==> src/rtl/spi_bus_ctrl.sv <==
// SPI slave to peripheral-bus sequencer: synchronizes SPI strobes, decodes the command byte,
// and arbitrates the shared register bus between SPI traffic and a local requester.
module spi_bus_ctrl #(
    parameter int unsigned ADDR_W = 8
) (
    input  logic              iCLK,
    input  logic              iRST,
    input  logic              iSPI_SS_n,
    input  logic              iSPI_WRITE_SIG,
    input  logic              iSPI_READ_SIG,
    input  logic              iSPI_INC_WRADDR,
    input  logic              iSPI_INC_RDADDR,
    input  logic [7:0]        iSPI_RCV_BYTE,
    input  logic [7:0]        iSPI_RCV_CMD,
    output logic [7:0]        oSPI_SEND_BYTE,
    output logic              oSPI_ACTIVE,
    output logic              oOVERRUN,
    input  logic              iLOC_REQ,
    input  logic              iLOC_WE,
    input  logic [3:0]        iLOC_SEL,
    input  logic [ADDR_W-1:0] iLOC_ADDR,
    input  logic [7:0]        iLOC_WDATA,
    output logic              oLOC_GNT,
    output logic              oLOC_DONE,
    output logic [7:0]        oLOC_RDATA,
    output logic [3:0]        oBUS_SEL,
    output logic [ADDR_W-1:0] oBUS_ADDR,
    output logic              oBUS_WE,
    output logic              oBUS_RE,
    output logic [7:0]        oBUS_WDATA,
    input  logic [7:0]        iBUS_RDATA,
    input  logic              iBUS_ACK
);

    localparam int unsigned N_SYNC = 5;
    localparam int unsigned I_SS   = 4;
    localparam int unsigned I_WR   = 3;
    localparam int unsigned I_RD   = 2;
    localparam int unsigned I_IW   = 1;
    localparam int unsigned I_IR   = 0;
    // SS idles high, so its synchronizer resets high to avoid a false edge out of reset
    localparam logic [N_SYNC-1:0] SYNC_RST = 5'b10000;

    typedef enum logic [1:0] {ST_IDLE, ST_SPI_WR, ST_SPI_RD, ST_LOC} state_t;

    logic [N_SYNC-1:0] w_lvl;
    logic [N_SYNC-1:0] r_sync1;
    logic [N_SYNC-1:0] r_sync2;
    logic [N_SYNC-1:0] r_sync3;
    logic [N_SYNC-1:0] w_rise;
    logic              w_ss_fall;
    logic              w_ss_rise;

    logic              r_active;
    logic [1:0]        r_rd_cnt;
    logic              r_dir;
    logic [3:0]        r_sel;
    logic [ADDR_W-1:0] r_wr_addr;
    logic [ADDR_W-1:0] r_rd_addr;
    logic [7:0]        r_wdata;
    logic              r_wr_pend;
    logic              r_rd_pend;
    logic              r_overrun;

    logic              w_live;
    logic              w_decode;
    logic              w_wr_req;
    logic              w_rd_req;
    logic              w_inc_wr;
    logic              w_inc_rd;
    logic              w_ack;
    logic              w_wr_clr;
    logic              w_rd_clr;

    state_t            r_state;
    state_t            w_state_nxt;
    logic [3:0]        r_bus_sel,   w_bus_sel_nxt;
    logic [ADDR_W-1:0] r_bus_addr,  w_bus_addr_nxt;
    logic [7:0]        r_bus_wdata, w_bus_wdata_nxt;
    logic              r_bus_we,    w_bus_we_nxt;
    logic              r_bus_re,    w_bus_re_nxt;
    logic              r_loc_gnt,   w_loc_gnt_nxt;
    logic              r_loc_done,  w_loc_done_nxt;
    logic [7:0]        r_loc_rdata, w_loc_rdata_nxt;
    logic              r_loc_we,    w_loc_we_nxt;
    logic [7:0]        r_send_byte, w_send_byte_nxt;

    // Two-flop synchronizers plus one edge-detect stage for all SPI-domain levels
    assign w_lvl = {iSPI_SS_n, iSPI_WRITE_SIG, iSPI_READ_SIG, iSPI_INC_WRADDR, iSPI_INC_RDADDR};

    always_ff @(posedge iCLK) begin
        if (iRST) begin
            r_sync1 <= SYNC_RST;
            r_sync2 <= SYNC_RST;
            r_sync3 <= SYNC_RST;
        end else begin
            r_sync1 <= w_lvl;
            r_sync2 <= r_sync1;
            r_sync3 <= r_sync2;
        end
    end

    assign w_rise    = r_sync2 & ~r_sync3;
    assign w_ss_fall = ~r_sync2[I_SS] & r_sync3[I_SS];
    assign w_ss_rise = w_rise[I_SS];

    // SS rising in the same cycle suppresses any new request; decode owns its cycle
    assign w_live   = r_active & ~w_ss_rise;
    assign w_decode = w_live & w_rise[I_RD] & (r_rd_cnt == 2'd1);
    assign w_rd_req = w_live & ((w_decode & ~iSPI_RCV_CMD[7]) |
                                (w_rise[I_RD] & (r_rd_cnt == 2'd2) & ~r_dir));
    assign w_wr_req = w_live & w_rise[I_WR] & (r_rd_cnt == 2'd2) & r_dir;
    assign w_inc_wr = w_live & w_rise[I_IW] & (r_rd_cnt == 2'd2) & r_dir;
    assign w_inc_rd = w_live & w_rise[I_IR] & (r_rd_cnt == 2'd2) & ~r_dir;

    assign w_ack    = iBUS_ACK & (r_bus_we | r_bus_re);
    assign w_wr_clr = (r_state == ST_SPI_WR) & w_ack;
    assign w_rd_clr = (r_state == ST_SPI_RD) & w_ack;

    // Per-transaction command, address counters, pending flags and overrun
    always_ff @(posedge iCLK) begin
        if (iRST) begin
            r_active  <= 1'b0;
            r_rd_cnt  <= 2'd0;
            r_dir     <= 1'b0;
            r_sel     <= 4'd0;
            r_wr_addr <= '0;
            r_rd_addr <= '0;
            r_wdata   <= 8'd0;
            r_wr_pend <= 1'b0;
            r_rd_pend <= 1'b0;
            r_overrun <= 1'b0;
        end else if (w_ss_fall) begin
            r_active  <= 1'b1;
            r_rd_cnt  <= 2'd0;
            r_dir     <= 1'b0;
            r_wr_pend <= 1'b0;
            r_rd_pend <= 1'b0;
            r_overrun <= 1'b0;
        end else begin
            if (w_ss_rise) begin
                r_active <= 1'b0;
            end
            if (w_wr_clr || (w_ss_rise && r_state != ST_SPI_WR)) begin
                r_wr_pend <= 1'b0;
            end
            if (w_rd_clr || (w_ss_rise && r_state != ST_SPI_RD)) begin
                r_rd_pend <= 1'b0;
            end
            if (w_live && w_rise[I_RD] && r_rd_cnt != 2'd2) begin
                r_rd_cnt <= r_rd_cnt + 2'd1;
            end
            if (w_decode) begin
                r_dir     <= iSPI_RCV_CMD[7];
                r_sel     <= iSPI_RCV_CMD[6:3];
                r_wr_addr <= ADDR_W'(iSPI_RCV_CMD[2:0]);
                r_rd_addr <= ADDR_W'(iSPI_RCV_CMD[2:0]);
            end
            if (w_inc_wr) begin
                r_wr_addr <= r_wr_addr + ADDR_W'(1);
            end
            if (w_inc_rd) begin
                r_rd_addr <= r_rd_addr + ADDR_W'(1);
            end
            if (w_wr_req) begin
                if (r_wr_pend && !w_wr_clr) begin
                    r_overrun <= 1'b1;
                end else begin
                    r_wr_pend <= 1'b1;
                    r_wdata   <= iSPI_RCV_BYTE;
                end
            end
            if (w_rd_req) begin
                if (r_rd_pend && !w_rd_clr) begin
                    r_overrun <= 1'b1;
                end else begin
                    r_rd_pend <= 1'b1;
                end
            end
        end
    end

    // Arbiter state and registered bus/local outputs
    always_ff @(posedge iCLK) begin
        if (iRST) begin
            r_state     <= ST_IDLE;
            r_bus_sel   <= 4'd0;
            r_bus_addr  <= '0;
            r_bus_wdata <= 8'd0;
            r_bus_we    <= 1'b0;
            r_bus_re    <= 1'b0;
            r_loc_gnt   <= 1'b0;
            r_loc_done  <= 1'b0;
            r_loc_rdata <= 8'd0;
            r_loc_we    <= 1'b0;
            r_send_byte <= 8'd0;
        end else begin
            r_state     <= w_state_nxt;
            r_bus_sel   <= w_bus_sel_nxt;
            r_bus_addr  <= w_bus_addr_nxt;
            r_bus_wdata <= w_bus_wdata_nxt;
            r_bus_we    <= w_bus_we_nxt;
            r_bus_re    <= w_bus_re_nxt;
            r_loc_gnt   <= w_loc_gnt_nxt;
            r_loc_done  <= w_loc_done_nxt;
            r_loc_rdata <= w_loc_rdata_nxt;
            r_loc_we    <= w_loc_we_nxt;
            r_send_byte <= w_send_byte_nxt;
        end
    end

    // Bus fields are latched on leaving IDLE so counter updates cannot disturb an access
    always_comb begin
        w_state_nxt     = r_state;
        w_bus_sel_nxt   = r_bus_sel;
        w_bus_addr_nxt  = r_bus_addr;
        w_bus_wdata_nxt = r_bus_wdata;
        w_bus_we_nxt    = 1'b0;
        w_bus_re_nxt    = 1'b0;
        w_loc_gnt_nxt   = r_loc_gnt;
        w_loc_done_nxt  = 1'b0;
        w_loc_rdata_nxt = r_loc_rdata;
        w_loc_we_nxt    = r_loc_we;
        w_send_byte_nxt = r_send_byte;
        case (r_state)
            ST_IDLE: begin
                w_bus_sel_nxt   = 4'd0;
                w_bus_addr_nxt  = '0;
                w_bus_wdata_nxt = 8'd0;
                w_loc_gnt_nxt   = 1'b0;
                if (r_wr_pend && !w_ss_rise) begin
                    w_state_nxt     = ST_SPI_WR;
                    w_bus_sel_nxt   = r_sel;
                    w_bus_addr_nxt  = r_wr_addr;
                    w_bus_wdata_nxt = r_wdata;
                end else if (r_rd_pend && !w_ss_rise) begin
                    w_state_nxt    = ST_SPI_RD;
                    w_bus_sel_nxt  = r_sel;
                    w_bus_addr_nxt = r_rd_addr;
                end else if (iLOC_REQ) begin
                    w_state_nxt     = ST_LOC;
                    w_bus_sel_nxt   = iLOC_SEL;
                    w_bus_addr_nxt  = iLOC_ADDR;
                    w_bus_wdata_nxt = iLOC_WE ? iLOC_WDATA : 8'd0;
                    w_loc_we_nxt    = iLOC_WE;
                    w_loc_gnt_nxt   = 1'b1;
                end
            end
            ST_SPI_WR: begin
                if (w_ack) begin
                    w_state_nxt = ST_IDLE;
                end else begin
                    w_bus_we_nxt = 1'b1;
                end
            end
            ST_SPI_RD: begin
                if (w_ack) begin
                    w_state_nxt     = ST_IDLE;
                    w_send_byte_nxt = iBUS_RDATA;
                end else begin
                    w_bus_re_nxt = 1'b1;
                end
            end
            ST_LOC: begin
                if (w_ack) begin
                    w_state_nxt    = ST_IDLE;
                    w_loc_gnt_nxt  = 1'b0;
                    w_loc_done_nxt = 1'b1;
                    if (!r_loc_we) begin
                        w_loc_rdata_nxt = iBUS_RDATA;
                    end
                end else begin
                    w_bus_we_nxt = r_loc_we;
                    w_bus_re_nxt = ~r_loc_we;
                end
            end
            default: w_state_nxt = ST_IDLE;
        endcase
    end

    assign oSPI_SEND_BYTE = r_send_byte;
    assign oSPI_ACTIVE    = r_active;
    assign oOVERRUN       = r_overrun;
    assign oLOC_GNT       = r_loc_gnt;
    assign oLOC_DONE      = r_loc_done;
    assign oLOC_RDATA     = r_loc_rdata;
    assign oBUS_SEL       = r_bus_sel;
    assign oBUS_ADDR      = r_bus_addr;
    assign oBUS_WE        = r_bus_we;
    assign oBUS_RE        = r_bus_re;
    assign oBUS_WDATA     = r_bus_wdata;

endmodule

==> config.mk <==
export PLATFORM = sky130hd
export DESIGN_NAME = spi_bus_ctrl
export DESIGN_NICKNAME = d
export VERILOG_FILES = /design/src/rtl/spi_bus_ctrl.sv
export SDC_FILE = /design/constraint.sdc
export NUM_CORES = 1
export LEC_CHECK = 0
export CAP_MARGIN = 40
export CORE_MARGIN = 5
export CORE_UTILIZATION = 50
export CTS_CLUSTER_SIZE = 24
export DETAILED_ROUTE_END_ITERATION = 8
export PLACE_DENSITY_LB_ADDON = 0.3
export SLEW_MARGIN = 15
export SYNTH_ARGS = -nofsm -noshare
export SYNTH_HDL_FRONTEND = slang
export SYNTH_SLANG_ARGS = --single-unit
==> constraint.sdc <==
create_clock -name iCLK -period 2.1 [get_ports iCLK]
set_input_delay 0.21 -clock iCLK [delete_from_list [all_inputs] [get_ports iCLK]]
set_output_delay 0.21 -clock iCLK [all_outputs]
set_load 0.005 [all_outputs]
After elaboration in Yosys (flattened, before gate mapping)
Index checks and enable logic that the tools add are counted.
Widths: inputs -> output; s select.
Operators by class
  multiplexer cells: 41
  bitwise logic cells: 34
  eq/ne operators: 11
  add/subtract/negate cells: 3
  reduce and logical (&&, ||, !) cells: 30
Operators by type and width (count)
  $mux 8: 10
  $and 1x1->1: 20
  $mux 1: 20
  $add 8x1->8 const B: 2
  $mux 4: 3
  $reduce_and 2->1: 6
  $not 1->1: 10
  $logic_and 1x1->1: 8
  $mux 2: 4
  $reduce_bool 2->1: 4
  $eq 2x2->1 const B: 3
  $ne 2x2->1 const B: 3
  $pmux 1 s2: 3
  $reduce_and 3->1: 2
  $and 5x5->5: 1
  $not 5->5: 1
  $eq 2x1->1 const B: 2
  $ne 2x1->1 const B: 2
  $ne 4x4->1 const B: 1
  $pmux 2 s2: 1
  $reduce_and 4->1: 1
  $reduce_or 2->1: 2
  $logic_not 1->1: 3
  $reduce_or 3->1: 1
  other kinds (4): 6
Word-level totals
  register bits: 93
  input bits: 54

Logic depth before layout (Yosys ltp)
Gate-level depths: netlist of the first run.
  depth in word-level cells: 10
  depth in mapped cells: 8
  mapped depth without buffers: 6

Worst setup path before layout of the first run
OpenSTA, ideal clock, no wires.
  path type: register to register
  from: register r_sync3[4]
  to: register r_rd_addr[6]
  setup time: 0.071 ns
  data required time: 2.029 ns
  cell stages (with the launch flop): 7
  period minus slack after synthesis: 1.715 ns
  path slack: 0.385 ns
  arrival: 1.644 ns
  cell sequence: dfxtp_1 inv_1 ha_1 and4bb_2 a22oi_2 or4_1 a21oi_1
Between the ends
  cells in the longest elaborated chain, start to end: 9
  elaborated cells on any way between the ends: 14
  classes of those cells: 1 x mux; 11 x bitwise; 2 x reduce/logical
Ends and longest elaborated chain
  start, declared: RTL line 49  | logic [N_SYNC-1:0] r_sync3;
  start signal, assigned: RTL line 99  | r_sync3 <= r_sync2;
  $not 5->5: RTL line 103  | assign w_rise = r_sync2 & ~r_sync3;
  $and 5x5->5: RTL line 103
  $not 1->1: RTL line 108  | assign w_live = r_active & ~w_ss_rise;
  $and 1x1->1: RTL line 108
  $and 1x1->1 (3 in a row): RTL line 114  | assign w_inc_rd = w_live & w_rise[I_IR] & (r_rd_cnt == 2'd2) & ~r_dir;
  $reduce_bool 2->1 (no source line)
  $reduce_and 2->1 (no source line)
  end signal, assigned: RTL line 157  | r_rd_addr <= ADDR_W'(iSPI_RCV_CMD[2:0]);
  end signal, assigned: RTL line 163  | r_rd_addr <= r_rd_addr + ADDR_W'(1);
  end, declared: RTL line 59  | logic [ADDR_W-1:0] r_rd_addr;
Several ways; a longest one is shown, not always the timed one.
A chain may end at the register's enable or synchronous reset.

Worst setup path in the final report of the first run
  from: register r_sync3[4]
  to: register r_wdata[4]
Between the ends
  cells in the longest elaborated chain, start to end: 8
  elaborated cells on any way between the ends: 10
  classes of those cells: 9 x bitwise; 1 x reduce/logical
Ends and longest elaborated chain
  $not 5->5: RTL line 103
  $and 5x5->5: RTL line 103
  $not 1->1: RTL line 108
  $and 1x1->1: RTL line 108
  $and 1x1->1 (3 in a row): RTL line 112  | assign w_wr_req = w_live & w_rise[I_WR] & (r_rd_cnt == 2'd2) & r_dir;
  $reduce_and 3->1 (no source line) *
  end signal, assigned: RTL line 170  | r_wdata <= iSPI_RCV_BYTE;
  end, declared: RTL line 60  | logic [7:0] r_wdata;
Mark *: on every way between the ends. The rest lies on a longest branch, timed or not.

==> results.json, run 1 <==
{
  "status": "completed",
  "relSlewSlack": 0.705,
  "worstPathRequired_ns": 2.37,
  "vias": 3770,
  "clkTransAtPathRegs_ns": 0.09,
  "crit_slowest_cell": "and4b_1",
  "cts_made_buffers": 9,
  "async_flop_share": 0,
  "post-route-drc-count": 0,
  "cts_max_level": 3,
  "die_x_um": 99.9,
  "power_density_nw_per_um2": 678,
  "fill_cells": 642,
  "post-synth-top-count-cell": "dfxtp_1",
  "syn_nets": 522,
  "final_cells": 666,
  "fp.dieArea_sq_um": 9980,
  "finalCritPeriodShare": 0.904,
  "worst-path-max-fanout": 8,
  "synth_edf_count": 0,
  "grt_remaining_overflow": 0,
  "syn_area_per_cell_sq_um": 8.74,
  "crit_path_start_kind": "flop",
  "finalWirelength_um": 10300,
  "netlist_area_sq_um": 4040,
  "met1_usage": 0.258,
  "finalCriticalPeriod_ns": 1.90,
  "slew_violations": 0,
  "ys_top_cells_by_count": "93 x dfxtp_1, 57 x nand2_1, 49 x nor2_1",
  "yosysSeqAreaShare": 0.461,
  "syn2layout_area_growth_pct": 32.9,
  "fmax_ghz": 0.527,
  "grt_usage": 0.204,
  "grtUsageMet2": 0.338,
  "dp_hpwl_um": 7580,
  "cap_violations": 0,
  "ioPinCount": 96,
  "worstSetupPathType": "flop to flop",
  "yosys_warnings": 0,
  "vias_per_cell": 5.66,
  "tns_ns": 0,
  "diodes": 0,
  "max_stage_delay_ns": 0.39,
  "yosysTopAreaCellShare": 0.461,
  "hold_violations": 0,
  "synth_area_leaders": "dfxtp_1 46%, mux2i_1 7.9%, nand2_1 5.3%",
  "rows": 32,
  "drive_gt1_frac": 0.0887,
  "arrival_ns": 2.17,
  "post_cts_buffers": 0,
  "clk_path_buf_depth": 2,
  "port_buffers": 95,
  "grt_pass1_vias": 3585,
  "cpLargestDelayFamily": "simple AND/OR/NAND/NOR gates",
  "grt_max_degree": 29,
  "grt_pass1_wl_um": 16700,
  "coreArea_sq_um": 7810,
  "place_inst": 650,
  "peakVddDrop_uv": 432,
  "yosysTopAreaCell": "dfxtp_1",
  "hold_buffers": 0,
  "fin_skew_ns": 0.00937,
  "p_leak_nw": 1.94,
  "firstDrtPassIters": 5,
  "critPathCaptureType": "flop",
  "rsz0062_at_grt": "false",
  "hold_path_class": "primary input to flop",
  "clockRootBuffer": "clkbuf_8",
  "cts_sinks": 93,
  "ys_types": 49,
  "insertion_delay_ns": 0.34,
  "ys.flop_type": "dfxtp_1",
  "busiest_layer": "met2",
  "setup-violations-final": 0,
  "crit_buf_inv": 2,
  "worst_slew_pin_slew_ns": 0.437,
  "drtIter0Drc": 211,
  "cts_tree": "done",
  "ant_nets": 0,
  "antenna_found_initial": 0,
  "crit_chain": "inv_1 > ha_1 > and4b_1 > nand3b_1 > nor3b_1 > buf_4 > mux2i_1",
  "wl_per_cell_um": 15.5,
  "initial_core_util": 0.517,
  "gr-usage-met3": 0.0556,
  "ys_seq_elements": 93,
  "nNetsFinal": 619,
  "cts_resized": 0,
  "synthCells": 462,
  "die_h_um": 99.9,
  "gp_congestion": 0.900
}
-- cell type report --
class | count | area, sq um | area share
Tap cell | 102 | 128 | 0.0238
Clock buffer | 12 | 155 | 0.0289
Timing Repair Buffer | 114 | 1090 | 0.203
Multi-Input combinational cell | 333 | 2040 | 0.379
Sequential cell | 93 | 1860 | 0.347
Clock inverter | 4 | 70.1 | 0.0130
Inverter | 8 | 30.0 | 0.00559
-- power by group --
| part | total (W) | switching, W | leakage (nW) | internal, W |
|---|---|---|---|---|
| combinational | 0.000453 | 0.000197 | 1.07 | 0.000256 |
| clock | 0.00132 | 0.000590 | 0.116 | 0.000733 |
| sequential | 0.00186 | 0.0000375 | 0.756 | 0.00182 |
| total | 0.00364 | 0.000825 | 1.94 | 0.00281 |
-- flip-flops by register name (all words and copies together), names as in the netlist, 4 cells and up --
signal,count
oBUS_ADDR,8
r_sync1,5
r_rd_addr,8
oLOC_RDATA,8
r_sync2,5
r_wr_addr,8
oSPI_SEND_BYTE,8
oBUS_SEL,4
oBUS_WDATA,8
r_sync3,5
r_wdata,8
r_sel,4
-- cells in the final DEF, fill, tap and decap left out, drive strengths merged, types with 3 or more instances in the layout --
| cell | n |
|---|---|
| clkdlybuf4s50 | 94 |
| dfxtp | 93 |
| nand2 | 57 |
| nor2 | 52 |
| mux2i | 32 |
| nand3 | 26 |
| a21oi | 21 |
| buf | 20 |
| nor2b | 17 |
| nor3 | 14 |
| clkbuf | 12 |
| o31ai | 10 |
| a311oi | 9 |
| inv | 8 |
| a221oi | 8 |
| o21ai | 8 |
| nand2b | 7 |
| or4 | 7 |
| a31o | 6 |
| ha | 6 |
| nand4 | 5 |
| and3 | 5 |
| a31oi | 5 |
| nand3b | 4 |
| or2 | 3 |
| o211ai | 3 |
| a211oi | 3 |
| a22oi | 3 |
-- cells by family (layout without fill, tap and decap cells) --
logic type,count (synthesis),count (layout),share of synthesized area
AO/OA/AOI/OAI,83,83,0.145
flip-flops,93,93,0.461
multiplexers,32,32,0.0793
XOR/XNOR,1,1,0.00217
buffers and inverters,36,138,0.0350
adder cells (fa/ha/maj),6,6,0.0186
AND/OR/NAND/NOR,211,211,0.259
-- worst paths after layout --
kind	startpoint	slack, ns	depth (start not counted)	end
worst max-delay path	r_sync3[4]	0.20	7	r_wdata[4]
worst min-delay path	iRST	0.23	2	oLOC_RDATA[2]
worst max register to register	r_sync3[4]	0.20	7	r_wdata[4]
worst min register to register	r_sync1[4]	0.42	1	r_sync2[4]
-- stage by stage --
step                total power [W]   util  worst slack, ns  hold slack, ns  instance area, sq um
detailed placement          0.00236  0.659            0.193           0.398                  5140
CTS                         0.00366  0.688            0.157           0.227                  5370
global route                0.00380  0.688           0.0124           0.247                  5370
global placement            0.00235  0.659            0.286           0.400                  5140
finish                      0.00364  0.688            0.202           0.234                  5370
floorplan                   0.00210      -            0.385           0.314                  4040
-- layer usage --
metal | share of wire | wire [um]
met1 | 0.43 | 4440
met2 | 0.48 | 4940
met3 | 0.079 | 816
met4 | 0.014 | 150
met5 | 0 | 0
No activity file was read; power rests on OpenSTA's default activity.
==> inputs of run 2 (changes only) <==
CAP_MARGIN = unset   (was 40)
==> results of run 2 <==
Same layout as run 1: the final DEF is identical, and so are final timing and power.
==> inputs of run 3 (changes only) <==
PLACE_DENSITY_LB_ADDON = 0.2   (was 0.3)
TNS_END_PERCENT = 10   (was unset)
==> run 3 against run 2 <==
  * Die area unchanged
  * Clock power fell by 12%
  * Power down 4.8%
  * Critical path type unchanged
  * Highest routed layer unchanged
==> results.json, run 3 (same netlist as run 1, synthesis figures left out) <==
{
  "status": "completed",
  "mostFrequentLayoutCells": "94 x clkdlybuf4s50_1, 93 x dfxtp_1, 57 x nand2_1",
  "final_cells": 664,
  "crit_buf_inv": 2,
  "finalCritPeriodShare": 0.908,
  "finalWirelength_um": 10300,
  "clkTransAtPathRegs_ns": 0.10,
  "power_density_nw_per_um2": 651,
  "grt_pass1_vias": 3619,
  "fp.dieArea_sq_um": 9980,
  "vias_per_cell": 5.61,
  "fill_cells": 639,
  "crit_top_cell": "inv_1",
  "clockRootBuffer": "clkbuf_8",
  "mostFrequentLayoutCell": "clkdlybuf4s50_1",
  "die_x_um": 99.9,
  "port_buffers": 95,
  "clk_path_buf_depth": 2,
  "max_stage_delay_ns": 0.52,
  "vias": 3728,
  "finalCriticalPeriod_ns": 1.91,
  "fmax_ghz": 0.524,
  "rsz0062_at_grt": "false",
  "setup-violations-final": 0,
  "crit_path_start_kind": "flop",
  "post-route-drc-count": 0,
  "worstPathRequired_ns": 2.38,
  "die_h_um": 99.9,
  "drtIter0Drc": 174,
  "cts_made_buffers": 9,
  "arrival_ns": 2.19,
  "ioPinCount": 96,
  "drive_gt1_frac": 0.0890,
  "rows": 32,
  "dp_hpwl_um": 7620,
  "worst_slew_pin_slew_ns": 0.479,
  "cap_violations": 0,
  "worst-path-max-fanout": 8,
  "cts_tree": "done",
  "cpLargestDelayFamily": "simple AND/OR/NAND/NOR gates",
  "antenna_found_initial": 0,
  "worstSetupPathType": "flop to flop",
  "slew_violations": 0,
  "grt_remaining_overflow": 0,
  "insertion_delay_ns": 0.35,
  "place_inst": 648,
  "hold_path_class": "primary input to flop",
  "cts_sinks": 93,
  "critPathCaptureType": "flop",
  "p_leak_nw": 1.92,
  "hold_buffers": 0,
  "tns_ns": 0,
  "grt_usage": 0.208,
  "coreArea_sq_um": 7810,
  "nNetsFinal": 617,
  "cts_max_level": 3,
  "wl_per_cell_um": 15.4,
  "crit_chain": "inv_1 > ha_1 > inv_1 > nand4_1 > or4_1 > a21oi_1",
  "relSlewSlack": 0.676,
  "hold_violations": 0,
  "grt_max_degree": 39,
  "fin_skew_ns": 0.0118,
  "gp_congestion": 0.931,
  "syn2layout_area_growth_pct": 31.7,
  "ant_nets": 0,
  "firstDrtPassIters": 5,
  "initial_core_util": 0.517,
  "peakVddDrop_uv": 503,
  "grt_pass1_wl_um": 17100,
  "crit_slowest_cell": "or4_1",
  "diodes": 0
}
==> run 3: cell count changes in the layout (fill, tap and decap cells not counted), sizes merged <==
cell,previous run,this run
inv,8,11
buf,20,18
bufinv,2,0
clkbuf,12,11
==> run 3: layout make-up <==
| type | count | area [sq um] | share of cell area |
|---|---|---|---|
| Tap cell | 102 | 128 | 0.0240 |
| Multi-Input combinational cell | 333 | 2040 | 0.383 |
| Clock buffer | 11 | 151 | 0.0284 |
| Sequential cell | 93 | 1860 | 0.350 |
| Clock inverter | 5 | 40.0 | 0.00752 |
| Inverter | 8 | 30.0 | 0.00564 |
| Timing Repair Buffer | 112 | 1070 | 0.202 |
==> run 3: final timing paths <==
| check | start | end | slack (ns) | depth (start not counted) |
|---|---|---|---|---|
| worst max-delay path | r_sync2[4] | r_wr_addr[6] | 0.19 | 6 |
| worst min-delay path | iRST | oLOC_DONE | 0.36 | 3 |
| worst max register to register | r_sync2[4] | r_wr_addr[6] | 0.19 | 6 |
| worst min register to register | r_sync1[4] | r_sync2[4] | 0.42 | 1 |
==> run 3: worst register-to-register path: cells and delay by family (launching register included) <==
kind / cells / cell delay (ns)
compound gates: 1 / 0.16
fa+ha+maj: 1 / 0.30
buf+inv: 2 / 0.28
flops: 1 / 0.36
simple gates: 2 / 0.75
==> run 3: layer usage <==
layer | share of wire | global-route usage | vias up | routed length, um
met5 | 0 | 0 | - | 0
met4 | 0.011 | 0.0630 | 0 | 113
met3 | 0.076 | 0.0507 | 10 | 776
met2 | 0.48 | 0.340 | 115 | 4880
met1 | 0.44 | 0.273 | 1754 | 4490
li1 | - | - | 1849 | -
==> run 3: metrics by stage <==
stage          setup WS, ns  instance area, sq um  power (W)  hold WS (ns)  utilization
2_1_floorplan         0.385                  4040    0.00210         0.314            -
3_3_place_gp          0.285                  5130    0.00234         0.393        0.657
3_5_place_dp          0.209                  5130    0.00236         0.396        0.657
4_1_cts               0.173                  5320    0.00349         0.349        0.682
5_1_grt             0.00989                  5320    0.00363         0.364        0.682
6_report              0.193                  5320    0.00347         0.359        0.682
==> run 3: report_power, final <==
part,internal (W),total (W),switching (W)
Combinational,0.000254,0.000448,0.000194
Clock,0.000509,0.00116,0.000646
Sequential,0.00183,0.00186,0.0000375
Total,0.00259,0.00347,0.000877
==> run 3: timing repair <==
| item | in CTS | in global routing |
|---|---|---|
| endpoints found under the setup margin | 0 | 7 |
| buffers inserted | 0 | 0 |
| gates resized for setup | 0 | 1 |
